`config.mk`:
```
export PLATFORM = sky130hd
export DESIGN_NAME = hazard_control_unit
export DESIGN_NICKNAME = d
export VERILOG_FILES = /design/src/rtl/hazard_control_unit.sv
export SDC_FILE = /design/constraint.sdc
export NUM_CORES = 1
export LEC_CHECK = 0
export ABC_AREA = 1
export BUFFER_PORTS_ARGS = -buffer_cell sky130_fd_sc_hd__buf_4
export CAP_MARGIN = 5
export CORE_MARGIN = 2
export CORE_UTILIZATION = 39
export CTS_CLUSTER_SIZE = 20
export DETAILED_ROUTE_END_ITERATION = 8
export SLEW_MARGIN = 20
export SYNTH_ARGS = -nofsm -noshare
export SYNTH_HDL_FRONTEND = slang
export SYNTH_SLANG_ARGS = --single-unit
```
`constraint.sdc`:
```
create_clock -name clk -period 1.65 [get_ports clk]
set_input_delay 0.4125 -clock clk [delete_from_list [all_inputs] [get_ports clk]]
set_output_delay 0.4125 -clock clk [all_outputs]
set_load 0.03 [all_outputs]
```
`src/rtl/hazard_control_unit.sv`:
```
// Stall/flush controller for a 5-stage pipeline. It turns load-use, redirect and memory-wait
// events into one stall/clear vector per cycle and tracks wrong-path fetches still in flight.
module hazard_control_unit #(
  parameter int REGW = 5,
  parameter int CNTW = 32
) (
  input  logic            clk,
  input  logic            rst_n,
  input  logic [REGW-1:0] id_rs1,
  input  logic [REGW-1:0] id_rs2,
  input  logic            id_use_rs1,
  input  logic            id_use_rs2,
  input  logic            ex_is_load,
  input  logic [REGW-1:0] ex_rd,
  input  logic            ex_redirect,
  input  logic            imem_req,
  input  logic            imem_resp,
  input  logic            dmem_req,
  input  logic            dmem_resp,
  output logic            pc_stall,
  output logic            stall_if_id,
  output logic            stall_id_ex,
  output logic            stall_ex_mem,
  output logic            stall_mem_wb,
  output logic            clear_if_id,
  output logic            clear_id_ex,
  output logic            clear_ex_mem,
  output logic            clear_mem_wb,
  output logic [CNTW-1:0] stall_cycles,
  output logic [CNTW-1:0] flush_count
);

  typedef enum logic {
    ST_RUN   = 1'b0,
    ST_IKILL = 1'b1
  } state_t;

  localparam logic [CNTW-1:0] CNT_ONE = {{(CNTW-1){1'b0}}, 1'b1};

  state_t          r_state;
  state_t          w_state_nxt;
  logic [CNTW-1:0] r_stall_cycles;
  logic [CNTW-1:0] r_flush_count;
  logic            w_dwait;
  logic            w_iwait;
  logic            w_luh;
  logic            w_redirect_taken;

  assign w_dwait = dmem_req & ~dmem_resp;
  assign w_iwait = imem_req & ~imem_resp;
  assign w_luh   = ex_is_load & (ex_rd != '0) &
                   ((id_use_rs1 & (id_rs1 == ex_rd)) | (id_use_rs2 & (id_rs2 == ex_rd)));

  always_comb begin
    pc_stall         = 1'b0;
    stall_if_id      = 1'b0;
    stall_id_ex      = 1'b0;
    stall_ex_mem     = 1'b0;
    stall_mem_wb     = 1'b0;
    clear_if_id      = 1'b0;
    clear_id_ex      = 1'b0;
    clear_ex_mem     = 1'b0;
    clear_mem_wb     = 1'b0;
    w_redirect_taken = 1'b0;
    w_state_nxt      = r_state;
    if (!rst_n) begin
      // Flush every pipeline register to a bubble on each edge while reset is held
      pc_stall     = 1'b1;
      clear_if_id  = 1'b1;
      clear_id_ex  = 1'b1;
      clear_ex_mem = 1'b1;
      clear_mem_wb = 1'b1;
      w_state_nxt  = ST_RUN;
    end else if (w_dwait) begin
      // EX is frozen, so a pending redirect is presented again once the wait ends
      pc_stall     = 1'b1;
      stall_if_id  = 1'b1;
      stall_id_ex  = 1'b1;
      stall_ex_mem = 1'b1;
      clear_mem_wb = 1'b1;
    end else if (ex_redirect) begin
      clear_if_id      = 1'b1;
      clear_id_ex      = 1'b1;
      w_redirect_taken = 1'b1;
      if (w_iwait) begin
        w_state_nxt = ST_IKILL;
      end
    end else if (r_state == ST_IKILL) begin
      // The stale response is discarded by the IF/ID clear in the same cycle
      pc_stall    = 1'b1;
      clear_if_id = 1'b1;
      if (imem_resp) begin
        w_state_nxt = ST_RUN;
      end
    end else if (w_luh) begin
      pc_stall    = 1'b1;
      stall_if_id = 1'b1;
      clear_id_ex = 1'b1;
    end else if (w_iwait) begin
      pc_stall    = 1'b1;
      clear_if_id = 1'b1;
    end
  end

  always_ff @(posedge clk or negedge rst_n) begin
    if (!rst_n) begin
      r_state        <= ST_RUN;
      r_stall_cycles <= '0;
      r_flush_count  <= '0;
    end else begin
      r_state <= w_state_nxt;
      if (pc_stall) begin
        r_stall_cycles <= r_stall_cycles + CNT_ONE;
      end
      if (w_redirect_taken) begin
        r_flush_count <= r_flush_count + CNT_ONE;
      end
    end
  end

  assign stall_cycles = r_stall_cycles;
  assign flush_count  = r_flush_count;

endmodule

```
# After elaboration in Yosys (flattened, before gate mapping)
# Cells that the tools add are included.
# word_totals
reg_bits,65
# classes
eq_ne,4
n_reduce_logical,2
muxes,32
bitwise,9
addsub,2
# op_table
op,n
$add 32x1->32 const B,2
$mux 1,32
$eq 5x5->1,2
$and 1x1->1,6
$reduce_bool 5->1,1
$ne 3x2->1 const B,1
$ne 2x2->1 const B,1
$not 1->1,2
$reduce_and 2->1,1
$or 1x1->1,1

# Logic depth before layout (Yosys ltp)
# Gate-level depths: netlist of run 1.
# logic_depth
word_depth,9
mapped_depth,12
depth_no_buf,11

# Worst setup path after synthesis of run 1
# Ideal clock, no wire load.
# synth_timing
kind,input to output
from,input port rst_n
to,output port stall_if_id
slack_ns,-0.365
cell_stages,4
required_time_ns,1.237
t_arrival_ns,1.603
cell_sequence,inv_1 -> nor2_1 -> inv_1 -> o21ai_0
# synth_via
elab_chain_len,1
# synth_rtl
element,line,source
"start, declared",8,"input logic rst_n,"
$mux 1,66,if (!rst_n) begin
"end, declared",21,"output logic stall_if_id,"
# Every way passes these cells.

# Worst setup path in the final report of run 1
# layout_timing
from,input port id_rs2[3]
to,output port stall_if_id
# layout_via
elab_chain_len,9
# layout_rtl
element,line,source
"start, declared",10,"input logic [REGW-1:0] id_rs2,"
$eq 5x5->1,52,((id_use_rs1 & (id_rs1 == ex_rd)) | (id_use_rs2 & (id_rs2 == ex_rd)));
$and 1x1->1,52,
$or 1x1->1,52,
$and 1x1->1,51,assign w_luh = ex_is_load & (ex_rd != '0) &
$mux 1,95,end else if (w_luh) begin
$mux 1,88,end else if (r_state == ST_IKILL) begin
$mux 1,81,end else if (ex_redirect) begin
$mux 1,74,end else if (w_dwait) begin
$mux 1,66,
# Every way passes these cells.

==> key figures, run 1 <==
Placed design
  • Worst slack, placed: -0.160 ns
  • Port Buf Inserts: 96
  • GPL Wtd Cong: 0.913
  • HPWL after detailed placement: 10.1 mm

Timing
  • Setup violations, final: 4
  • Fmax: 568 MHz
  • Rel. slew slack: 0.629
  • Hold WS: 0.209 ns
  • Slew Viols, Final: 0
  • RSZ-0062 raised after global routing: yes
  • Least-Margin Pin Slew: 0.557 ns
  • Min cycle time layout: 1.76 ns
  • Ratio of final minimum period to clock period: 1.07
  • PnR worst setup slack: -0.112 ns
  • Count of final hold-check violations: 0
  • Post-route clock skew: 0.00817 ns

Logic synthesis
  • Post-synthesis sequential area ratio: 0.352
  • Post-synth EDFFs: 0
  • Async SR Flop Fraction: 1.00
  • Cell variety after synth: 30
  • Post-Syn Nets: 725
  • Yosys warns: 0
  • Primary FF master, synth: dfrtp_1
  • #FFs+latches synth: 65
  • Mean Syn Cell Area: 6.63 sq um
  • Cells after Synth: 698
  • Synthesized area: 4630 sq um

Setup path
  • Critical Path Start Type: input pin
  • CP arrival: 1.35 ns
  • Worst R2R End: flush_count[22]
  • CP max FO: 2
  • Crit path largest cell delay: 0.17 ns
  • Reg2Reg Depth: 8
  • Cells along the critical path: buf_4, inv_1, nand2_1, nand2_2, nor2_2, nand3_1, nand2_2, nand3_2, o21ai_1, buf_4
  • Worst endpoint required time: 1.24 ns
  • Critical path class: input pin to primary output
  • Cell type of the slowest stage on the worst timing path: buf_4
  • Crit. End Element: primary output
  • Worst R2R Setup Slack: 0.08 ns
  • R2r startpoint: flush_count[0]

Drt
  • DR iter-0 viols: 391
  • Remaining DRCs: 5
  • M1 WL: 6.40 mm
  • Met2 Wirelength: 6.23 mm
  • Pre-Repair DR Iteration Count: 7
  • Post-route ant nets: 0
  • Met3 routed WL: 602 um
  • Drt wl/cell: 13.9 um
  • WL final: 13.5 mm
  • Vias per cell: 4.86
  • Routed via count: 4717
  • Top sig layer: met5

Floorplanning
  • Starting Density: 0.402
  • Row count: 39
  • Total Die Area: 12800 sq um
  • Boundary pin count: 98
  • DIE WIDTH: 113 um
  • Core area: 11500 sq um
  • Chip Height: 113 um

Outcome
  • Status: complete, but fails checks
  • Violated checks: DRC, setup timing

GRT
  • Initial antenna violation count: 1
  • Vias in the first global route: 4484
  • First-pass GRT wire length: 22.3 mm
  • Largest net degree at the start of global routing: 42
  • Total grt overflow: 0
  • Gr usage total: 0.218

Final layout
  • Post-layout util: 0.534
  • Final #Nets: 849
  • Antenna diodes: 0
  • Layout cells sized above 1: 0.284
  • Filler cells: 1160
  • Synthesis-to-finish area growth: 32.8%

Clock tree
  • Clock insertion delay at the later pin of the skew report: 0.35 ns
  • Clock slew at reported path FFs: 0.06 ns
  • CTS Root Cell: clkbuf_16
  • CTS Buffer Depth: 2
  • Max H-tree Level: 3
  • Clk sinks: 65
  • Total CTS buffers: 9
  • CTS tree: yes

Flow run
  • Max_cap viols: 0

Pwr
  • Cell Pwr Density: 931 nW/um^2
  • Worst vdd ir: 512 uV
  • Leak Pwr: 3.01 nW
  • Power consumption: 5.72 mW

Worst hold path
  • Type of the most critical hold path: input pin to asynchronous set/reset pin
[cell type report]
class	count	area, sq um	area share
Tap cell	143	179	0.0291
Clock buffer	12	246	0.0401
Multi-Input combinational cell	556	2790	0.455
Clock inverter	4	28.8	0.00468
Sequential cell	65	1640	0.267
Timing Repair Buffer	127	1010	0.165
Inverter	63	246	0.0401
[critical path: cells and delay by family]
family,cells,cell delay (ns)
AOI/OAI and AO/OA,1,0.14
buffers and inverters,3,0.30
and+or+nand+nor,6,0.49
[per-layer routing]
metal / GRT usage / vias up
met5: 0 / -
met4: 0.0699 / 2
met3: 0.0450 / 17
met2: 0.342 / 102
met1: 0.304 / 2183
li1: - / 2413
[cell families (layout without fill, tap and decap cells)]
| group | Yosys count | count (layout) | share of synthesized area |
|---|---|---|---|
| other cells | 1 | 1 | 0.000810 |
| simple gates | 501 | 501 | 0.487 |
| compound gates | 20 | 20 | 0.0222 |
| buf+inv | 77 | 206 | 0.0722 |
| flops | 65 | 65 | 0.352 |
| fa+ha+maj | 2 | 2 | 0.00541 |
| xor+xnor | 32 | 32 | 0.0606 |
[worst max path at each step]
stage / slack, ns / from / cells past startpoint / end
after floorplan: -0.1 / ex_rd[4] / 8 / stall_if_id
after global placement: -0.17 / ex_rd[4] / 12 / pc_stall
after global routing: -0.18 / id_rs2[3] / 10 / stall_if_id
final: -0.11 / id_rs2[3] / 10 / stall_if_id
after detailed placement: -0.16 / ex_rd[4] / 12 / pc_stall
after CTS: -0.10 / ex_rd[2] / 9 / clear_if_id
[repair_timing]
action / in CTS / in global routing
resized for setup: 17 / 39
gates cloned: 0 / 0
buffers inserted: 1 / 2
pin swaps: 14 / 13
hold buffers: 0 / 0
endpoints found under the setup margin: 4 / 21
endpoints found under the hold margin: 0 / 0
[sequential cells by signal, summed over array words and instances, names as in the netlist]
| signal | flops |
|---|---|
| r_state | 1 |
| flush_count | 32 |
| stall_cycles | 32 |
[power breakdown]
group          total, mW  leakage, nW  switching, mW  internal, mW
logic               1.86         2.03           1.14         0.716
clock network       1.83        0.129          0.768          1.06
registers           2.03        0.849          0.241          1.79
[stage by stage]
stage | area (sq um) | setup TNS [ns] | std cells
after floorplan | 4660 | -0.178 | 698
after global placement | 5680 | -1.65 | 951
after detailed placement | 5680 | -2.02 | 951
after CTS | 6010 | -0.346 | 968
after global routing | 6140 | -0.680 | 970
final | 6140 | -0.375 | 970
[cells in the final DEF, fill, tap and decap left out, types with 10 or more instances in the layout]
| cell | netlist | routed |
|---|---|---|
| inv_1 | 53 | 46 |
| dfrtp_2 | 0 | 10 |
| nand3b_1 | 13 | 13 |
| nand2_2 | 8 | 16 |
| nor2_4 | 11 | 13 |
| nor2_1 | 88 | 81 |
| xor2_1 | 24 | 24 |
| nand2_1 | 290 | 280 |
| dfrtp_1 | 65 | 55 |
| o21ai_1 | 9 | 10 |
| inv_2 | 10 | 13 |
| buf_4 | 5 | 117 |
| nor2_2 | 7 | 12 |
| nand3_1 | 50 | 49 |
[Yosys cell counts (all sizes together), types with 8 or more instances]
library cell / count / area, sq um
nand4: 9 / 56.3
dfrtp: 65 / 1630
o21ai: 14 / 70.1
inv: 63 / 236
nand2: 303 / 1190
nand3b: 13 / 97.6
nor3: 14 / 80.1
nor2: 107 / 518
nand3: 55 / 308
buf: 13 / 93.8
xnor2: 8 / 70.1
xor2: 24 / 210
(Power assumes the default switching activity.)
==> run 2, diff against run 1 <==
==> constraint.sdc (replaced) <==
create_clock -name clk -period 1.65 [get_ports clk]
set_input_delay 0.4125 -clock clk [delete_from_list [all_inputs] [get_ports clk]]
set_output_delay 0.4125 -clock clk [all_outputs]
set_load 0.05 [all_outputs]
==> key figures, run 2 (synthesized netlist as in run 1, its figures left out) <==
Clock tree
  • Clock insertion delay at the later pin of the skew report: 0.34 ns (about the same)
  • CTS Root Cell: clkbuf_16
  • Clock slew at reported path FFs: 0.06 ns (about the same)
  • CTS Buffer Depth: 2 (unchanged)
  • CTS tree: yes
  • Clk sinks: 65 (unchanged)
  • Max H-tree Level: 3 (unchanged)
  • Total CTS buffers: 9 (unchanged)

Final layout
  • Register area: 1660 sq um (+0.99%)
  • Most common cell after layout, fill and taps aside: nand2_1
  • Most frequent cells in the layout: nand2_1, buf_4, nor2_1, nand3_1
  • Multi-input gate area: 2860 sq um (+2.3%)
  • Synthesis-to-finish area growth: 35.7%
  • Filler cells: 1147 (-1.1%)
  • Final #Nets: 851 (+0.24%)
  • Layout cells sized above 1: 0.300 (+0.0162)
  • Design area: 6280 sq um (+2.2%)
  • Antenna diodes: 0 (unchanged)

Setup path
  • CP max FO: 2 (unchanged)
  • Critical path class: input pin to primary output
  • Worst endpoint required time: 1.24 ns (about the same)
  • Crit. End Element: primary output
  • CP arrival: 1.44 ns (+0.09 ns)
  • Critical Path Start Type: input pin

Worst hold path
  • Type of the most critical hold path: input pin to asynchronous set/reset pin

Placed design
  • Worst slack, placed: -0.293 ns (-0.133 ns)
  • GPL Wtd Cong: 0.927 (+1.5%)
  • HPWL after detailed placement: 10.1 mm (+0.33%)
  • Placed Area: 5820 sq um (+2.4%)
  • Port Buf Inserts: 96 (unchanged)

Timing
  • RSZ-0062 raised after global routing: yes
  • Count of final hold-check violations: 0 (unchanged)
  • Ratio of final minimum period to clock period: 1.12 (+0.0545)
  • Least-Margin Pin Slew: 0.615 ns (+0.0577 ns)
  • PnR worst setup slack: -0.202 ns (-0.0899 ns)
  • Slew Viols, Final: 0 (unchanged)
  • Post-route clock skew: 0.00321 ns (-0.00496 ns)
  • Min cycle time layout: 1.85 ns (+0.0899 ns)
  • Setup violations, final: 4 (unchanged)
  • Rel. slew slack: 0.590 (-0.0385)
  • Hold WS: 0.152 ns (-0.0565 ns)
  • Fmax: 540 MHz (-4.9%)

Floorplanning
  • DIE WIDTH: 113 um (unchanged)
  • Chip Height: 113 um (unchanged)
  • Boundary pin count: 98 (unchanged)
  • Starting Density: 0.402 (unchanged)
  • Row count: 39 (unchanged)
  • Total Die Area: 12800 sq um (unchanged)
  • Core area: 11500 sq um (unchanged)

Drt
  • Drt wl/cell: 13.9 um (+0.40%)
  • Post-route ant nets: 0 (unchanged)
  • Met3 routed WL: 783 um (+30%)
  • Vias per cell: 4.97 (+2.1%)
  • M1 WL: 6.25 mm (-2.4%)
  • Top sig layer: met5
  • WL final: 13.5 mm (+0.60%)
  • Met2 Wirelength: 6.28 mm (+0.71%)
  • Remaining DRCs: 2 (-3)
  • DR iter-0 viols: 358 (-8.4%)
  • Routed via count: 4827 (+2.3%)
  • Pre-Repair DR Iteration Count: 7 (unchanged)

Outcome
  • Status: complete, but fails checks
  • Violated checks: DRC, setup timing

Pwr
  • Power consumption: 5.95 mW (+4.1%)
  • Worst vdd ir: 556 uV (+8.5%)
  • Switching Fraction: 0.412 (+0.0361)
  • Combinational power share: 0.349 (+0.024)
  • Part of the power in registers: 0.359 (+0.003)
  • Leak Pwr: 3.02 nW (+0.47%)
  • Clock power share: 0.292 (-0.027)
  • P_sw: 2.45 mW (+14%)
  • Cell Pwr Density: 948 nW/um^2 (+1.9%)
  • Int Power: 3.50 mW (-1.9%)

GRT
  • Vias in the first global route: 4637 (+3.4%)
  • Initial antenna violation count: 1 (unchanged)
  • First-pass GRT wire length: 22.7 mm (+1.4%)
  • Total grt overflow: 0 (unchanged)
  • Largest net degree at the start of global routing: 46 (+9.5%)
  • Gr usage total: 0.222 (+0.00361)

Flow run
  • Max_cap viols: 0 (unchanged)
run 2: cell type report:
class	instances	share of cell area
clock buffer	10	0.0365
clock inverter	6	0.00558
inverter	63	0.0405
multi-input combinational	556	0.455
sequential	65	0.264
tap	143	0.0285
timing repair buffer	129	0.170
run 2: through the flow:
step | setup TNS [ns] | std cells | utilization
floorplan | -0.611 | 698 | -
global placement | -2.54 | 954 | 0.505
detailed placement | -4.45 | 954 | 0.505
CTS | -0.564 | 970 | 0.533
global route | -0.981 | 972 | 0.545
finish | -0.714 | 972 | 0.545
run 2: power by group through the flow:
stage                     Sequential [mW]  Combinational (mW)  Clock [mW]
after floorplan                      2.75               0.693           0
after global placement               2.14                1.99           0
after detailed placement             2.14                2.02           0
after CTS                            2.12                2.04        1.78
after global routing                 2.17                2.24        1.86
final                                2.14                2.08        1.74
run 2: worst max-delay path, cell delays in order:
cell        delay, ns
buf_4            0.12
nand2_4          0.06
nand2_2          0.06
nor2_1           0.12
nand3_1          0.10
nand2_2          0.12
nand2_4          0.07
nand2_4          0.08
nand2_4          0.06
clkinvlp_4       0.09
buf_8            0.14
run 2: repair_timing:
action,CTS,global route
hold buffers,0,0
setup buffers,0,2
endpoints found under the setup margin,4,18
pin swaps,10,18
resized for setup,20,36
run 2: worst paths after layout:
path / cells past startpoint / slack [ns] / endpoint / start
min: 2 / 0.15 / flush_count[5] / rst_n
max in group asynchronous: 2 / 0.89 / flush_count[0] / rst_n
max: 11 / -0.20 / pc_stall / id_rs1[3]
min reg2reg: 1 / 0.50 / flush_count[9] / flush_count[9]
max reg2reg: 10 / 0.10 / stall_cycles[28] / stall_cycles[9]
min in group clk: 4 / 0.46 / r_state / imem_resp
run 2: metal layers:
layer  global-route usage  vias to the layer above
li1                     -                     2424
met1                0.310                     2234
met2                0.346                      148
met3               0.0450                       19
met4               0.0732                        2
met5                    0                        -
==> run 3, diff against run 2 <==
Clock period 1.65 ns to 2.2 ns, I/O delays scaled along.
==> key figures, run 3 (synthesized netlist as in run 1, its figures left out) <==
Outcome
  • Status: complete, but fails checks
  • Violated checks: DRC

Floorplanning
  • Total Die Area: 12800 sq um (unchanged)
  • DIE WIDTH: 113 um (unchanged)
  • Starting Density: 0.402 (unchanged)
  • Core area: 11500 sq um (unchanged)
  • Boundary pin count: 98 (unchanged)
  • Row count: 39 (unchanged)
  • Chip Height: 113 um (unchanged)

Clock tree
  • Clock insertion delay at the later pin of the skew report: 0.34 ns (about the same)
  • Total CTS buffers: 9 (unchanged)
  • Clock slew at reported path FFs: 0.06 ns (about the same)
  • Max H-tree Level: 3 (unchanged)
  • Postcts setup bufs: 0 (unchanged)
  • Post_cts resized: 0 (-100%)
  • CTS tree: yes
  • CTS Buffer Depth: 2 (unchanged)
  • CTS Root Cell: clkbuf_16
  • Clk sinks: 65 (unchanged)
  • Post-CTS Hold Buffers: 0 (unchanged)

Setup path
  • CP max FO: 4 (+2)
  • Cells along the critical path: buf_4, inv_1, nand2_1, nand2_1, nor2_1, nand3_1, nand2_1, nand2_2, nand2_4, nand2_4, clkinvlp_4, buf_4
  • Cell type of the slowest stage on the worst timing path: buf_4
  • Critical Path Start Type: input pin
  • Crit. End Element: primary output
  • Worst endpoint required time: 1.65 ns (+0.41 ns)
  • CP most frequent cell: nand2_1
  • Crit path largest cell delay: 0.19 ns (+0.05 ns)
  • CP arrival: 1.56 ns (+0.12 ns)
  • Critical path class: input pin to primary output

Drt
  • Pre-Repair DR Iteration Count: 7 (unchanged)
  • Drt wl/cell: 13.8 um (-0.76%)
  • Routed via count: 4615 (-4.4%)
  • Remaining DRCs: 5 (+3)
  • DR iter-0 viols: 286 (-20%)
  • Post-route ant nets: 0 (unchanged)
  • Vias per cell: 4.88 (-1.8%)
  • WL final: 13.1 mm (-3.4%)

Timing
  • Rel. slew slack: 0.408 (-0.183)
  • RSZ-0062 raised after global routing: yes
  • Post-route clock skew: 0.00755 ns (+0.00435 ns)
  • Setup violations, final: 0 (-4)
  • Count of final hold-check violations: 0 (unchanged)
  • Ratio of final minimum period to clock period: 0.957
  • Hold WS: 0.488 ns (+0.336 ns)
  • Min cycle time layout: 2.11 ns
  • Slew Viols, Final: 0 (unchanged)
  • PnR worst setup slack: 0.0942 ns (+0.296 ns)
  • Least-Margin Pin Slew: 0.889 ns (+0.274 ns)
  • Fmax: 475 MHz

Final layout
  • Antenna diodes: 0 (unchanged)
  • Most common cell after layout, fill and taps aside: nand2_1
  • Most frequent cells in the layout: nand2_1, buf_4, nor2_1, dfrtp_1, inv_1
  • Design area: 5810 sq um (-7.5%)
  • Synthesis-to-finish area growth: 25.5%
  • Filler cells: 1189 (+3.7%)
  • Final #Nets: 826 (-2.9%)
  • Layout cells sized above 1: 0.215 (-0.0849)
  • Post-layout util: 0.504 (-0.0410)

Worst hold path
  • Type of the most critical hold path: input pin to asynchronous set/reset pin

Placed design
  • HPWL after detailed placement: 9.78 mm (-3.1%)
  • Worst slack, placed: 0.0763 ns (+0.369 ns)
  • GPL Wtd Cong: 0.888 (-4.1%)
  • Port Buf Inserts: 96 (unchanged)
  • Placed Area: 5520 sq um (-5.1%)

Pwr
  • Worst vdd ir: 588 uV (+5.7%)
  • Cell Pwr Density: 759 nW/um^2 (-20%)
  • Leak Pwr: 2.89 nW (-4.4%)

Flow run
  • Max_cap viols: 0 (unchanged)

GRT
  • Largest net degree at the start of global routing: 67 (+46%)
  • Met1 GRT Util: 0.299 (-0.0110)
  • Grt met3 use: 0.0380 (-0.00696)
  • Met2 Track Usage GR: 0.335 (-0.0108)
  • First-pass GRT wire length: 21.9 mm (-3.4%)
  • Global route hottest layer: met2
  • Gr usage total: 0.215 (-0.00715)
  • Initial antenna violation count: 0 (-1)
  • Total grt overflow: 0 (unchanged)
  • Vias in the first global route: 4475 (-3.5%)
[run 3: changes by cell type in the layout (fill, tap and decap cells not counted), moves of 4 or more]
cell / delta
inv_1: +8
dfrtp_1: +21
inv_4: -4
buf_4: -11
buf_6: -6
nand2_2: -7
nor3_1: +4
buf_8: -6
dfrtp_2: -20
nand2_1: +10
[run 3: power breakdown]
| part | total, mW | internal, mW | switching, mW | leakage (nW) |
|---|---|---|---|---|
| Clock | 1.43 | 0.866 | 0.559 | 0.139 |
| Sequential | 1.56 | 1.34 | 0.222 | 0.862 |
| Combinational | 1.42 | 0.429 | 0.995 | 1.89 |
[run 3: final timing paths]
path | cells after the start | to | slack (ns) | start
min in group clk | 2 | stall_cycles[31] | 0.54 | stall_cycles[31]
min | 2 | flush_count[10] | 0.49 | rst_n
max | 12 | pc_stall | 0.09 | ex_rd[4]
max reg2reg | 8 | flush_count[28] | 0.42 | flush_count[1]
min reg2reg | 2 | stall_cycles[31] | 0.54 | stall_cycles[31]
max in group asynchronous | 2 | stall_cycles[28] | 1.15 | rst_n
[run 3: per-layer routing]
metal  share of wire  up-vias
li1                -     2369
met1            0.48     2114
met2            0.45      112
met3           0.044       20
met4           0.021        0
met5               0        -
[run 3: layout make-up]
class,count,area [sq um],area share
repair buffers,104,788,0.136
inverters,63,240,0.0414
well taps,143,179,0.0308
flip-flops and latches,65,1630,0.280
clock inverters,4,45.0,0.00776
clock buffers,11,233,0.0401
multi-input cells,556,2700,0.464
[run 3: through the flow]
stage / TNS [ns] / cells / total power [mW]
after floorplan: 0 / 698 / 2.52
after global placement: 0 / 931 / 2.99
after detailed placement: 0 / 931 / 3.01
after CTS: 0 / 946 / 4.44
after global routing: -0.00828 / 946 / 4.62
final: 0 / 946 / 4.41
[run 3: critical path, delay by kind of cell]
family / cells / cell delay (ns)
buffers and inverters: 4 / 0.46
AND/OR/NAND/NOR: 8 / 0.54
